File: src/rtl/irq_controller_if.sv
// ---------------------------------------------------------------------------
// irq_controller_if
//   Bundles the signals between the interrupt controller and the core.
//   master : core / environment side (drives requests, masks, PC, MRET)
//   slave  : interrupt controller side (drives interrupt, vector, ISR state)
//   Signals:
//     irq_in, irq_enable   NUM_IRQ  request lines and per-line enable mask
//     gie                  1        global interrupt enable
//     boundary             1        core is at an instruction start
//     mret                 1        MRET commits this cycle
//     pc_new               16       current program counter
//     interrupt            1        take interrupt this cycle
//     isr_target           16       vector of the selected line
//     isr_return           16       saved return address
//     in_isr               1        ISR active
//     irq_cause            CW       index of the line taken last
//     irq_pending          NUM_IRQ  latched pending bits
// ---------------------------------------------------------------------------
interface irq_controller_if #(
    parameter int NUM_IRQ = 4
);
    localparam int CW = (NUM_IRQ > 1) ? $clog2(NUM_IRQ) : 1;

    logic [NUM_IRQ-1:0] irq_in;
    logic [NUM_IRQ-1:0] irq_enable;
    logic               gie;
    logic               boundary;
    logic               mret;
    logic [15:0]        pc_new;
    logic               interrupt;
    logic [15:0]        isr_target;
    logic [15:0]        isr_return;
    logic               in_isr;
    logic [CW-1:0]      irq_cause;
    logic [NUM_IRQ-1:0] irq_pending;

    modport master (
        output irq_in, irq_enable, gie, boundary, mret, pc_new,
        input  interrupt, isr_target, isr_return, in_isr, irq_cause, irq_pending
    );

    modport slave (
        input  irq_in, irq_enable, gie, boundary, mret, pc_new,
        output interrupt, isr_target, isr_return, in_isr, irq_cause, irq_pending
    );
endinterface

File: src/rtl/irq_controller.sv
// ---------------------------------------------------------------------------
// irq_controller
//   Latches rising edges on the interrupt lines, picks the lowest-index
//   enabled pending line and, at an instruction boundary, requests the core
//   to jump to that line's vector. Captures the return PC and blocks further
//   interrupts until MRET commits (no nesting).
//
//   Ports:
//     clk    in   clock, rising edge
//     reset  in   asynchronous, active-low reset
//     bus    slave modport of irq_controller_if (see that file)
//
//   Optional build macro:
//     IRQCTRL_SYNC_EN  adds a 2-flop synchronizer (reset to ones) on each
//                      irq_in line ahead of edge detection (+2 cycles).
// ---------------------------------------------------------------------------
module irq_controller #(
    parameter int          NUM_IRQ       = 4,
    parameter logic [15:0] VECTOR_BASE   = 16'h0100,
    parameter logic [15:0] VECTOR_STRIDE = 16'h0010
) (
    input  logic              clk,
    input  logic              reset,
    irq_controller_if.slave   bus
);
    localparam int CW = (NUM_IRQ > 1) ? $clog2(NUM_IRQ) : 1;

    typedef enum logic {IDLE = 1'b0, ACTIVE = 1'b1} state_t;

    state_t             state_q, state_d;
    logic [NUM_IRQ-1:0] prev_q, prev_d;
    logic [NUM_IRQ-1:0] pending_q, pending_d;
    logic [15:0]        ret_q, ret_d;
    logic [CW-1:0]      cause_q, cause_d;

    logic [NUM_IRQ-1:0] irq_s;
    logic [NUM_IRQ-1:0] rise;
    logic [NUM_IRQ-1:0] qualified;
    logic [NUM_IRQ-1:0] clear_mask;
    logic [CW-1:0]      sel;
    logic               take;
    logic               in_isr;

    // -----------------------------------------------------------------------
    // Input conditioning
    // -----------------------------------------------------------------------
`ifdef IRQCTRL_SYNC_EN
    logic [NUM_IRQ-1:0] sync1_q, sync1_d;
    logic [NUM_IRQ-1:0] sync2_q, sync2_d;

    always_comb begin
        sync1_d = bus.irq_in;
        sync2_d = sync1_q;
    end

    // Reset to ones so a line already high at reset release looks "old".
    always_ff @(posedge clk or negedge reset) begin
        if (!reset) begin
            sync1_q <= '1;
            sync2_q <= '1;
        end else begin
            sync1_q <= sync1_d;
            sync2_q <= sync2_d;
        end
    end

    assign irq_s = sync2_q;
`else
    assign irq_s = bus.irq_in;
`endif

    // -----------------------------------------------------------------------
    // Edge detect, priority select, vector
    // -----------------------------------------------------------------------
    assign rise      = irq_s & ~prev_q;
    assign qualified = pending_q & bus.irq_enable;

    // NOTE: every signal written in a combinational block gets a default
    // first; a path that leaves it unassigned would infer a latch.
    always_comb begin
        sel = '0;
        // Scan high to low so the lowest qualifying index wins.
        for (int i = NUM_IRQ - 1; i >= 0; i--) begin
            if (qualified[i]) sel = CW'(i);
        end
    end

    // 16-bit context: the vector wraps modulo 2^16.
    assign bus.isr_target = VECTOR_BASE + 16'(sel) * VECTOR_STRIDE;

    // -----------------------------------------------------------------------
    // FSM: state register
    // -----------------------------------------------------------------------
    // NOTE: sequential state uses non-blocking assignments so every flop
    // samples the pre-edge values, independent of block ordering.
    always_ff @(posedge clk or negedge reset) begin
        if (!reset) state_q <= IDLE;
        else        state_q <= state_d;
    end

    // -----------------------------------------------------------------------
    // FSM: next-state logic
    // -----------------------------------------------------------------------
    always_comb begin
        state_d = state_q;
        unique case (state_q)
            IDLE:   if (take)     state_d = ACTIVE;
            ACTIVE: if (bus.mret) state_d = IDLE;
            default:              state_d = IDLE;
        endcase
    end

    // -----------------------------------------------------------------------
    // FSM: outputs
    // -----------------------------------------------------------------------
    always_comb begin
        in_isr = (state_q == ACTIVE);
        take   = bus.boundary & bus.gie & ~in_isr & (|qualified);
    end

    assign bus.interrupt = take;
    assign bus.in_isr    = in_isr;

    // -----------------------------------------------------------------------
    // Datapath registers
    // -----------------------------------------------------------------------
    always_comb begin
        clear_mask = take ? (NUM_IRQ'(1) << sel) : '0;
        prev_d     = irq_s;
        // Set wins over clear: a fresh edge on the taken line stays pending.
        pending_d  = (pending_q & ~clear_mask) | rise;
        ret_d      = take ? bus.pc_new : ret_q;
        cause_d    = take ? sel        : cause_q;
    end

    always_ff @(posedge clk or negedge reset) begin
        if (!reset) begin
            prev_q    <= '1;
            pending_q <= '0;
            ret_q     <= '0;
            cause_q   <= '0;
        end else begin
            prev_q    <= prev_d;
            pending_q <= pending_d;
            ret_q     <= ret_d;
            cause_q   <= cause_d;
        end
    end

    assign bus.isr_return  = ret_q;
    assign bus.irq_cause   = cause_q;
    assign bus.irq_pending = pending_q;

endmodule
File: src/flat_wrapper.sv
// flat-port wrapper written by rule: the top's interface ports become plain ports
module irq_controller_flat 
#(
    parameter int          NUM_IRQ       = 4,
    parameter logic [15:0] VECTOR_BASE   = 16'h0100,
    parameter logic [15:0] VECTOR_STRIDE = 16'h0010
)
  (clk, reset, bus_irq_in, bus_irq_enable, bus_gie, bus_boundary, bus_mret, bus_pc_new, bus_interrupt, bus_isr_target, bus_isr_return, bus_in_isr, bus_irq_cause, bus_irq_pending);
  irq_controller_if #(.NUM_IRQ(NUM_IRQ)) bus_i ();
  input  logic clk;
  input  logic reset;
  input wire logic [$bits(bus_i.irq_in)-1:0] bus_irq_in;
  input wire logic [$bits(bus_i.irq_enable)-1:0] bus_irq_enable;
  input wire logic [$bits(bus_i.gie)-1:0] bus_gie;
  input wire logic [$bits(bus_i.boundary)-1:0] bus_boundary;
  input wire logic [$bits(bus_i.mret)-1:0] bus_mret;
  input wire logic [$bits(bus_i.pc_new)-1:0] bus_pc_new;
  output wire logic [$bits(bus_i.interrupt)-1:0] bus_interrupt;
  output wire logic [$bits(bus_i.isr_target)-1:0] bus_isr_target;
  output wire logic [$bits(bus_i.isr_return)-1:0] bus_isr_return;
  output wire logic [$bits(bus_i.in_isr)-1:0] bus_in_isr;
  output wire logic [$bits(bus_i.irq_cause)-1:0] bus_irq_cause;
  output wire logic [$bits(bus_i.irq_pending)-1:0] bus_irq_pending;
  assign bus_i.irq_in = bus_irq_in;
  assign bus_i.irq_enable = bus_irq_enable;
  assign bus_i.gie = bus_gie;
  assign bus_i.boundary = bus_boundary;
  assign bus_i.mret = bus_mret;
  assign bus_i.pc_new = bus_pc_new;
  assign bus_interrupt = bus_i.interrupt;
  assign bus_isr_target = bus_i.isr_target;
  assign bus_isr_return = bus_i.isr_return;
  assign bus_in_isr = bus_i.in_isr;
  assign bus_irq_cause = bus_i.irq_cause;
  assign bus_irq_pending = bus_i.irq_pending;
  irq_controller #(.NUM_IRQ(NUM_IRQ), .VECTOR_BASE(VECTOR_BASE), .VECTOR_STRIDE(VECTOR_STRIDE)) u_core (.clk(clk), .reset(reset), .bus(bus_i));
endmodule
File: config.mk
export PLATFORM = sky130hd
export DESIGN_NAME = irq_controller_flat
export DESIGN_NICKNAME = d
export VERILOG_FILES = /design/src/rtl/irq_controller_if.sv /design/src/rtl/irq_controller.sv /design/src/flat_wrapper.sv
export SDC_FILE = /design/constraint.sdc
export NUM_CORES = 1
export LEC_CHECK = 0
export ABC_AREA = 1
export CORE_UTILIZATION = 34
export DETAILED_ROUTE_END_ITERATION = 16
export GPL_TIMING_DRIVEN = 0
export PLACE_DENSITY_LB_ADDON = 0.1
export SKIP_LAST_GASP = 1
export SLEW_MARGIN = 30
export SYNTH_ARGS = -nofsm -noshare
export SYNTH_HDL_FRONTEND = slang
export SYNTH_SLANG_ARGS = --single-unit
export TNS_END_PERCENT = 30
File: constraint.sdc
create_clock -name clk -period 1.5 [get_ports clk]
set_clock_uncertainty 0.2 [all_clocks]
set_input_delay 0.3 -clock clk [delete_from_list [all_inputs] [get_ports clk]]
set_output_delay 0.3 -clock clk [all_outputs]
set_load 0.02 [all_outputs]
# ---- Word-level counts from Yosys, hierarchy flattened
# Index checks and enable logic that the tools add are counted.
# Widths: inputs -> output; s select.
dict set report totals {
  wordCells 26
  register_bits 27
}
dict set report op_classes {
  n_reduce_logical 1
  addsub 1
  mux 8
  n_shift 1
  n_bitwise 10
}
# cell count
set ops {}
lappend ops {{$and 4x4->4} 3}
lappend ops {{$add 9x6->10 const A} 1}
lappend ops {{$mux 2} 4}
lappend ops {{$not 4->4} 2}
lappend ops {{$mux 4} 1}
lappend ops {{$or 4x4->4} 1}
lappend ops {{$reduce_or 4->1} 1}
lappend ops {{$shl 1x2->4 const A} 1}
lappend ops {{$and 1x1->1} 3}
lappend ops {{$mux 1} 2}
lappend ops {{$pmux 1 s2} 1}
lappend ops {{$not 1->1} 1}

# ---- Depth between registers and ports, before layout
dict set report logic_depth {
  depth_word 10
  ltp_mapped 8
  mapped_depth_nobuf 8
}

# ---- Least setup slack after synthesis
# OpenSTA, ideal clock, no wires.
dict set report synth_path {
  path_type {register -> register}
  from {reg u_core.pending_q[3], in the netlist u_core.bus.irq_pending[3]}
  to {reg u_core.pending_q[3], in the netlist u_core.bus.irq_pending[3]}
  path_stages_with_launch 8
  setup_ns 0.123
  arrival_time_ns 1.330
  setup_slack_ns -0.153
  path_buffers 0
  required_ns 1.177
  cell_sequence {dfrtp_1 > nand2_1 > nand2_2 > inv_1 > nor2_1 > nand2_1 > o21ai_0 > nand2_1}
}
dict set report synth_between {
  elab_chain_len 10
}
# element line
set synth_rtl {}
lappend synth_rtl {{start, declared} irq_controller.sv:32} ;# logic [NUM_IRQ-1:0] pending_q, pending_d;
lappend synth_rtl {{start signal, assigned} irq_controller.sv:144} ;# pending_q <= pending_d;
lappend synth_rtl {{$and 4x4->4} irq_controller.sv:76} ;# assign qualified = pending_q & bus.irq_enable;
lappend synth_rtl {{$mux 2 (4 in series)} irq_controller.sv:84} ;# if (qualified[i]) sel = CW'(i);
lappend synth_rtl {{$shl 1x2->4} irq_controller.sv:128} ;# clear_mask = take ? (NUM_IRQ'(1) << sel) : '0;
lappend synth_rtl {{$mux 4} irq_controller.sv:128}
lappend synth_rtl {{$not 4->4} irq_controller.sv:131} ;# pending_d = (pending_q & ~clear_mask) | rise;
lappend synth_rtl {{$and 4x4->4 (*)} irq_controller.sv:131}
lappend synth_rtl {{$or 4x4->4 (*)} irq_controller.sv:131}
lappend synth_rtl {{net u_core.pending_d[3]} irq_controller.sv:32}
# The timed path passes the listed nets; every way through them passes the cells marked *.
# A chain may end at the register's enable or synchronous reset.

# ---- Worst setup path in the final report
dict set report layout_path {
  from {reg u_core.pending_q[1], in the netlist u_core.bus.irq_pending[1]}
  to {out bus_interrupt}
}
dict set report layout_between {
  elab_chain_len 3
}
# element line
set layout_rtl {}
lappend layout_rtl {{$and 4x4->4} irq_controller.sv:76}
lappend layout_rtl {{$reduce_or 4->1} irq_controller.sv:118} ;# take = bus.boundary & bus.gie & ~in_isr & (|qualified);
lappend layout_rtl {{$and 1x1->1} irq_controller.sv:118}
lappend layout_rtl {{end, declared} flat_wrapper.sv:18} ;# output wire logic [$bits(bus_i.interrupt)-1:0] bus_interrupt;
# Every way passes these cells.

==> results.yml <==
cells_and_area:
  antennaDiodeCount: 0
  drive_above_1_share_pct: 37.02
  syn2layout_area_growth_pct: 76.88
  layout_common_cells: "54 x nand2_1, 37 x buf_4, 33 x clkdlybuf4s50_1"
  layout.nets: 265
  stdcell_area_um2: 2182
  final_common_cell: "nand2_1"
critical_path:
  cp_data_required_time_ns: 1.00
  timing.rr.start: "u_core.bus.irq_pending[3]"
  crit_start: "u_core.bus.irq_pending[1]"
  crit_type: "flip-flop to primary output"
  regToRegSetupSlack_ns: -0.27
  setup.worst_path.start_class: "flip-flop"
  cp_cell_sequence: "nand2_4 > nand2_4 > o21ai_4 > inv_4 > buf_12 > buf_8"
  rr_worst_depth: 12
  critPathCapture: "bus_interrupt"
  worst_setup_path_end_kind: "primary output"
  r2r-end: "u_core.bus.irq_pending[1]"
  critPathMaxStageDelay_ns: 0.45
  crit_path_max_fanout: 3
  cpMostUsedCell: "nand2_4"
  cp_slowest_cell: "dfrtp_2"
  arrival_ns: 1.41
placement:
  port_buffers: 54
  post-dp-hpwl_um: 1951
  dpl_cell_area_um2: 1893
  gp_congestion: 0.7310
  place_ws_ns: -1.016
drt:
  route.detailed.drc: 0
  ant_nets: 0
  drt_iter0_markers: 44
  dr.pass1.iters: 4
  met3_length_um: 242
  vias: 1154
  wl_per_cell_um: 11.33
  highest_layer: "met4"
  finalWirelength_um: 3184
  met1_length_um: 1311
  dr_wl_met2_um: 1582
  vias_per_cell: 4.107
synth:
  syn_inst: 140
  synth_area_um2: 1234
  ys_warn_count: 0
  syn_area_per_cell_um2: 8.812
  yosysUniqueCellTypes: 15
  ys_seq_elements: 27
  yosysSeqAreaShare_pct: 55.17
pwr:
  peakVddDrop_mv: 0.4721
  power.total_mw: 2.212
  pwr_density_cell_nw_per_um2: 1014
  power_leakage_nw: 1.242
timing:
  finalSetupViolCount: 36
  rsz0062_at_grt: "yes"
  hold_viol_final: 0
  tightest_slew_ns: 0.5915
  period_minus_slack_ns: 1.913
  finalMaxSlewViolations: 0
  timing.fmax_mhz: 522.7
  slew_headroom_pct: 60.57
  setup_ws_ns: -0.4130
  post-route-period-util_pct: 127.5
cts:
  cts_made_buffers: 3
  clkTransAtPathRegs_ns: 0.15
  clockBufferDepth: 2
  clock_sinks: 27
  h-tree-depth: 1
  clock_latency_ns: 0.32
  root_buffer: "clkbuf_4"
  cts_tree: "yes"
worst_hold_path:
  worstHoldPathType: "input pin to flip-flop"
die:
  fp.coreArea_um2: 3416
  io_pins: 69
  die_w_um: 62.24
  start_util_pct: 36.12
  num_rows: 21
  dieArea_um2: 3873
  dieHeight_um: 62.24
outcome:
  violations: "negative setup slack"
  status: "finished with violations"
global_route:
  grt_max_degree: 28
  gr-usage-all-layers_pct: 16.56
  grt_pass1_vias: 1163
  overflow: 0
  grt_pass1_wl_um: 5099
  antenna_found_initial: 0
job:
  cap_viol_max_count: 0
## area by class of cell
type / instances / area [µm²]
Buffer: 17 / 143.9
Clock buffer: 4 / 26.28
Fill cell: 295 / 1234
Inverter: 12 / 47.55
Multi-Input combinational cell: 96 / 465.4
Sequential cell: 27 / 685.7
Tap cell: 46 / 57.56
Timing Repair Buffer: 79 / 755.7
## per-stage QoR
stage               instances  hold WS (ns)  util [%]  setup TNS (ns)
global placement          252        0.2595     55.57          -19.10
finish                    281        0.1233     63.88          -5.166
floorplan                 152       -0.1956         -        -0.05585
global route              281        0.1725     63.88          -7.805
CTS                       277        0.1792     61.98          -7.025
detailed placement        252        0.1483     55.42          -8.563
## cell usage after synthesis
| master | count | area share (%) |
|---|---|---|
| o21ai_4 | 1 | 1.3 |
| nand2_2 | 12 | 6.1 |
| o21ai_0 | 4 | 1.6 |
| o21bai_1 | 1 | 0.61 |
| nand2_1 | 59 | 18 |
| buf_6 | 2 | 1.8 |
| inv_4 | 1 | 0.51 |
| conb_1 | 2 | 0.61 |
| buf_4 | 15 | 9.1 |
| inv_1 | 11 | 3.3 |
| nor2_1 | 2 | 0.61 |
| dfstp_2 | 4 | 8.5 |
| nand3_1 | 2 | 0.81 |
| o21ai_1 | 1 | 0.41 |
| dfrtp_1 | 23 | 47 |
## registers in the layout, indices dropped and copies added, names as in the netlist
register / cells
u_core.prev_q: 4
u_core.bus.in_isr: 1
u_core.bus.isr_return: 16
u_core.bus.irq_pending: 4
u_core.bus.irq_cause: 2
## worst max-delay path: cells and delay by family, from the launching register on
family          cells  cell delay (ns)
compound gates      1             0.18
flops               1             0.45
buf+inv             3             0.29
simple gates        2             0.16
## worst min path at each step
stage | startpoint | end | cells past startpoint
finish | bus_irq_enable[0] | u_core.bus.irq_pending[0] | 4
global route | bus_irq_enable[0] | u_core.bus.irq_pending[0] | 4
CTS | bus_irq_in[1] | u_core.prev_q[1] | 1
detailed placement | reset | u_core.bus.isr_return[9] | 1
global placement | u_core.bus.irq_cause[1] | u_core.bus.irq_cause[1] | 2
floorplan | reset | u_core.bus.in_isr | 0
## per-layer routing
layer  GRT usage, %  vias up
li1               -      578
met1          19.69      521
met2          28.85       49
met3          4.044        6
met4          6.105        0
met5              0        -
## power breakdown
part | switching [mW] | internal [mW]
clock network | 0.217 | 0.104
registers | 0.0744 | 0.866
logic | 0.475 | 0.475
total | 0.766 | 1.45
## cell families after synthesis
| kind of cell | count (synthesis) | synth area share [%] |
|---|---|---|
| AND/OR/NAND/NOR | 75 | 25.46 |
| AO/OA/AOI/OAI | 7 | 3.956 |
| other | 2 | 0.6087 |
| flip-flops | 27 | 55.17 |
| buffers and inverters | 29 | 14.81 |
## timing repair
| item | 4_1_cts | 5_1_grt |
|---|---|---|
| endpoints found under the setup margin | 35 | 45 |
| endpoints found under the hold margin | 23 | 0 |
| pin swaps | 5 | 5 |
| resized for setup | 68 | 15 |
| setup buffers | 20 | 7 |
| gates cloned | 0 | 0 |
| hold buffers | 1 | 0 |
Note: power is estimated with default switching activity, not from simulation.
